### src/rtl/game_pkg.sv
// game_pkg: shared phase/winner encodings and health constants for the referee and player modules
package game_pkg;
  localparam int HEALTH_W = 2;
  localparam logic [HEALTH_W-1:0] HEALTH_MAX = 2'd3;
  typedef enum logic [1:0] {IDLE = 2'b00, FIGHT = 2'b01, ROUND_END = 2'b10, MATCH_OVER = 2'b11} phase_t;
  typedef enum logic [1:0] {NONE = 2'b00, P1 = 2'b01, P2 = 2'b10, DRAW = 2'b11} winner_t;
  function automatic logic [1:0] sat_inc(input logic [1:0] s);
    return (s == 2'd3) ? s : s + 2'd1;
  endfunction
endpackage

### src/rtl/round_timer.sv
// round_timer: per-round tick counter, reloaded on load, counts down while enabled, saturating at 0
module round_timer #(
  parameter int TICKS = 1000
) (
  input  logic        clk,
  input  logic        rst_n,
  input  logic        load,
  input  logic        enable,
  output logic [15:0] count,
  output logic        expired
);
  localparam logic [15:0] TICKS16 = 16'(TICKS);
  // count register: reload wins, otherwise decrement while fighting
  always_ff @(posedge clk or negedge rst_n)
    if (!rst_n) count <= TICKS16;
    else if (load) count <= TICKS16;
    else if (enable && count != 16'd0) count <= count - 16'd1;
  // this cycle's decrement lands on zero, so the round times out at this edge
  assign expired = enable && (count <= 16'd1);
endmodule

### src/rtl/match_referee.sv
// match_referee: round/match referee FSM for a two-player fight; round timer enabled by MATCH_ROUND_TIMER_EN
module match_referee
  import game_pkg::*;
#(
  parameter int TICKS_PER_ROUND = 1000,
  parameter int ROUNDS_TO_WIN   = 2,
  parameter int MAX_ROUNDS      = 5,
  parameter int END_HOLD        = 4
) (
  input  logic                clk,
  input  logic                rst_n,
  input  logic                start,
  input  logic [HEALTH_W-1:0] health1,
  input  logic [HEALTH_W-1:0] health2,
  output logic                round_rst,
  output logic                fight_en,
  output logic [1:0]          phase,
  output logic [1:0]          round_winner,
  output logic [1:0]          score1,
  output logic [1:0]          score2,
  output logic [2:0]          round_no,
  output logic [15:0]         time_left,
  output logic [1:0]          match_winner
);
  localparam int HW = (END_HOLD > 1) ? $clog2(END_HOLD) : 1;
  phase_t         state, state_n;
  winner_t        rw, rw_n, mw, mw_n, verdict;
  logic [1:0]     s1_n, s2_n;
  logic [2:0]     rno_n;
  logic [HW-1:0]  hold, hold_n;
  logic           rr_n, ko, expired, done;
  assign fight_en     = (state == FIGHT);
  assign phase        = state;
  assign round_winner = rw;
  assign match_winner = mw;
  assign ko      = (health1 == '0) || (health2 == '0);
  // KO bits map directly onto winner codes: only P2 down -> P1, only P1 down -> P2, both -> DRAW
  assign verdict = ko ? winner_t'({health1 == '0, health2 == '0}) :
                   (health1 > health2) ? P1 : (health1 < health2) ? P2 : DRAW;
  assign done    = (score1 == 2'(ROUNDS_TO_WIN)) || (score2 == 2'(ROUNDS_TO_WIN)) ||
                   (round_no == 3'(MAX_ROUNDS));
`ifdef MATCH_ROUND_TIMER_EN
  round_timer #(.TICKS(TICKS_PER_ROUND)) u_timer (
    .clk(clk), .rst_n(rst_n), .load(rr_n), .enable(fight_en), .count(time_left), .expired(expired)
  );
`else
  assign time_left = '0;
  assign expired   = 1'b0;
`endif
  // next-state and round/match bookkeeping
  always_comb begin
    state_n = state;
    hold_n  = hold;
    s1_n    = score1;
    s2_n    = score2;
    rno_n   = round_no;
    rw_n    = rw;
    mw_n    = mw;
    rr_n    = 1'b0;
    unique case (state)
      IDLE, MATCH_OVER: if (start) begin
        state_n = FIGHT;
        s1_n    = '0;
        s2_n    = '0;
        rno_n   = '0;
        rw_n    = NONE;
        mw_n    = NONE;
        rr_n    = 1'b1;
      end
      FIGHT: if (ko || expired) begin
        state_n = ROUND_END;
        hold_n  = HW'(END_HOLD - 1);
        rw_n    = verdict;
        s1_n    = (verdict == P1) ? sat_inc(score1) : score1;
        s2_n    = (verdict == P2) ? sat_inc(score2) : score2;
        rno_n   = round_no + 3'(round_no != 3'd7);
      end
      ROUND_END: if (hold == '0) begin
        state_n = done ? MATCH_OVER : FIGHT;
        rr_n    = !done;
        mw_n    = !done ? NONE : (score1 > score2) ? P1 : (score1 < score2) ? P2 : DRAW;
      end else hold_n = hold - 1'b1;
      default: state_n = IDLE;
    endcase
  end
  // state and scoreboard registers
  always_ff @(posedge clk or negedge rst_n)
    if (!rst_n) begin
      state     <= IDLE;
      hold      <= '0;
      score1    <= '0;
      score2    <= '0;
      round_no  <= '0;
      rw        <= NONE;
      mw        <= NONE;
      round_rst <= 1'b0;
    end else begin
      state     <= state_n;
      hold      <= hold_n;
      score1    <= s1_n;
      score2    <= s2_n;
      round_no  <= rno_n;
      rw        <= rw_n;
      mw        <= mw_n;
      round_rst <= rr_n;
    end
endmodule

### config.mk
export PLATFORM = sky130hd
export DESIGN_NAME = match_referee
export DESIGN_NICKNAME = d
export VERILOG_FILES = /design/src/rtl/game_pkg.sv /design/src/rtl/round_timer.sv /design/src/rtl/match_referee.sv
export SDC_FILE = /design/constraint.sdc
export NUM_CORES = 1
export LEC_CHECK = 0
export ABC_CLOCK_PERIOD_IN_PS = 5400
export BUFFER_PORTS_ARGS = -buffer_cell sky130_fd_sc_hd__buf_2
export CAP_MARGIN = 20
export CORE_MARGIN = 2
export CORE_UTILIZATION = 54
export DETAILED_ROUTE_END_ITERATION = 7
export HOLD_SLACK_MARGIN = 0.03
export PLACE_DENSITY = 0.92
export SETUP_SLACK_MARGIN = 0.02
export SYNTH_ARGS = -nofsm -noshare
export SYNTH_HDL_FRONTEND = slang
export SYNTH_SLANG_ARGS = --single-unit
### constraint.sdc
create_clock -name clk -period 5.4 [get_ports clk]
set_input_delay 0.27 -clock clk [delete_from_list [all_inputs] [get_ports clk]]
set_output_delay 0.27 -clock clk [all_outputs]
set_load 0.02 [all_outputs]
==> key figures <==
Outcome
  • Status: completed

Power
  • VDD IR max: slightly below 0.4 mV
  • Static Leak: just over 0.7 nW
  • PwrDens: approximately 570 nW/um^2

Timing
  • Worst hold slack: 0.325 ns
  • Final hold violations: 0
  • Slew headroom: 55.2%
  • Final Critical Period: 2.12 ns
  • Clk_skew: 0.00586 ns
  • Crit share post-route: about two fifths
  • Final number of setup-violating endpoints: 0
  • F_max: 471 MHz
  • Total negative slack: 0 ns
  • RSZ-0062 raised after global routing: no
  • Fin. max-slew vios: 0
  • Worst Max-Slew Pin Slew: 0.673 ns

Floorplan
  • I/O pin cnt: 38
  • Initial Util: 55.8%
  • Die ar.: 2640 um^2
  • Core area: ~2200 um^2
  • Row cnt: 17
  • Die H: 51.4 um
  • Die Span X: 51.4 um

Yosys
  • Synth async-reset ratio: 100%
  • Post-synth top area cell: dfrtp_1
  • Post-synth top cells: buf_4 (17), dfrtp_1 (16), ha_1 (14), nand2_1 (14), inv_1 (12)
  • Ys Warns: 0
  • Post-synth cell types: 28
  • Avg Cell Area, Syn: 9.04 um^2
  • EDFF count, synth: 0
  • Post-Syn Instances: 134
  • Area share of the largest cell type after synthesis: about a third
  • Synth top area cells: dfrtp_1 (33%), ha_1 (14%), buf_4 (11%)
  • Netlist Area Pre-Place: 1210 um^2
  • Seq/Total Area, Yosys: 33.1%
  • Most common cell in the synthesized netlist: buf_4
  • Most used DFF post-synth: dfrtp_1
  • Seq cells post-synth: 16

GRT
  • Vias in the first global route: 1,003
  • First-pass GRT wire length: approximately 4300 um
  • Initial antenna violation count: 0
  • Largest net degree at the start of global routing: 17
  • GRT overflow: 0
  • GRT Total Usage: 22.0%

Final layout
  • Util after Layout: 60.9%
  • Layout net count: 179
  • Share of cells above drive strength 1: 16.6%
  • Area grow syn2layout: 9.09%
  • Ant diodes: 0
  • Fill cell count: 189
  • Finished Layout Cells: approximately 190

Worst setup path
  • Crit path arrival time: ~2.3 ns
  • CP cell instances: inv_1 -> ha_1 -> mux2i_1 -> or3_1 -> or4_1 -> o211ai_1
  • Largest stage delay, worst path: 0.45 ns
  • Critical path's top delay family: simple AND/OR/NAND/NOR gates
  • CP Capture Type: flop
  • Worst endpoint required time: 5.61 ns
  • Startpoint types: flop
  • CP Class: flop to flop
  • Crit path max fanout: 13
  • CP max stage cell: ha_1
  • WP buf/inv: 1

Placed design
  • Placed Cells incl. Taps: 180
  • Routability cong.: ~0.84
  • Port bufs: 21
  • HPWL after DPL: 1980 um

Route
  • Final ANT Viol Nets: 0
  • # DRC: 0
  • Total Routed Length: 2490 um
  • Via density: 5.54
  • Wirelength per Cell: approximately 13 um
  • Initial DRC Count: 29
  • First drt pass iteration count: 4
  • Vias post-DR: 1,025

Clocking
  • Total CTS buffers: 3
  • CTS tree: yes
  • Clk slew on worst S/H paths: 0.09 ns
  • CTS Buffer Depth: 2
  • Cts repair resizes: 0
  • Clock Latency Late Sink: 0.29 ns
  • Root Buffer: clkbuf_4
  • Clock Sinks: 16
  • H-tree levels: 1

Min path
  • Hold Crit Class: input pin to flop

Flow run
  • MaxCap Viol Count: 0
## flip-flops by register name, summed over array words and instances, names as in the netlist
| name | cells |
|---|---|
| round_no | 3 |
| hold | 2 |
| phase | 2 |
| score2 | 2 |
| score1 | 2 |
| match_winner | 2 |
| round_winner | 2 |
| round_rst | 1 |
## cell type report
class,count,area (um^2),area share (%)
Sequential cell,16,400,30.3
Clock buffer,4,36.3,2.75
Timing Repair Buffer,22,115,8.71
Multi-Input combinational cell,103,689,52.2
Inverter,12,45.0,3.41
Tap cell,28,35.0,2.65
## metrics by stage
stage                     cell area [um^2]  setup slack [ns]  power, W
after floorplan                       1270              3.37  0.000565
after global placement                1270              3.42  0.000642
after detailed placement              1270              3.30  0.000678
after CTS                             1320              3.29  0.000759
after global routing                  1320              3.15  0.000826
final                                 1320              3.28  0.000756
## cell usage in the layout, fill, tap and decap left out
cell	synthesis	layout
buf_2	1	21
conb_1	1	16
dfrtp_1	16	16
nand2_1	14	14
ha_1	14	14
inv_1	12	12
a21oi_1	7	7
mux2i_1	7	7
o21ai_0	5	5
nor2_1	5	5
nand3_1	4	4
nor2b_1	4	4
o31ai_1	3	3
o221ai_1	3	3
a32o_1	3	3
nor3_1	3	3
clkbuf_4	0	3
or4_1	2	2
or3_1	2	2
a2bb2oi_1	2	2
o211ai_1	2	2
and3b_1	1	1
o21a_1	1	1
nand2b_1	1	1
or2_2	1	1
nor4_1	1	1
mux2_1	1	1
a22oi_1	1	1
clkbuf_8	0	1
dlygate4sd3_1	0	1
## where the power goes
part	internal (W)	switching (W)	total (W)
logic	0.000180	0.000279	0.000458
registers	0.000169	0.0000503	0.000219
clock network	0.0000412	0.0000376	0.0000787
## routing by layer
layer / GRT usage [%] / vias to the layer above / share of wire [%]
li1: - / 490 / -
met1: 25.4 / 493 / 41
met2: 38.7 / 37 / 52
met3: 5.85 / 5 / 6.0
met4: 7.89 / 0 / 1.1
met5: 0 / - / 0
## worst min-delay path, cell delays in order
cell     delay [ns]
buf_2          0.13
nand2_1        0.10
a21oi_1        0.08
## final timing paths
kind                                  from         endpoint  slack, ns  depth (start not counted)
min                                  start        round_rst       0.33                          3
min reg2reg                match_winner[0]  match_winner[0]       0.48                          2
min in group asynchronous            rst_n          hold[1]       0.41                          2
max reg2reg                       phase[1]        score1[1]       3.28                          6
max in group asynchronous            rst_n  round_winner[1]       4.73                          2
max                               phase[1]        score1[1]       3.28                          6
## kinds of logic after synthesis
| group | Yosys count | synth area share (%) |
|---|---|---|
| fa+ha+maj | 14 | 14.5 |
| mux | 8 | 6.72 |
| buf+inv | 30 | 14.7 |
| flops | 16 | 33.1 |
| compound gates | 27 | 15.4 |
| other cells | 1 | 0.310 |
| simple gates | 38 | 15.4 |
## what timing repair did
| item | CTS | global route |
|---|---|---|
| buffers inserted | 0 | 0 |
| hold endpoints to repair | 16 | 0 |
| hold buffers | 1 | 0 |
Note: power is estimated with default switching activity, not from simulation.
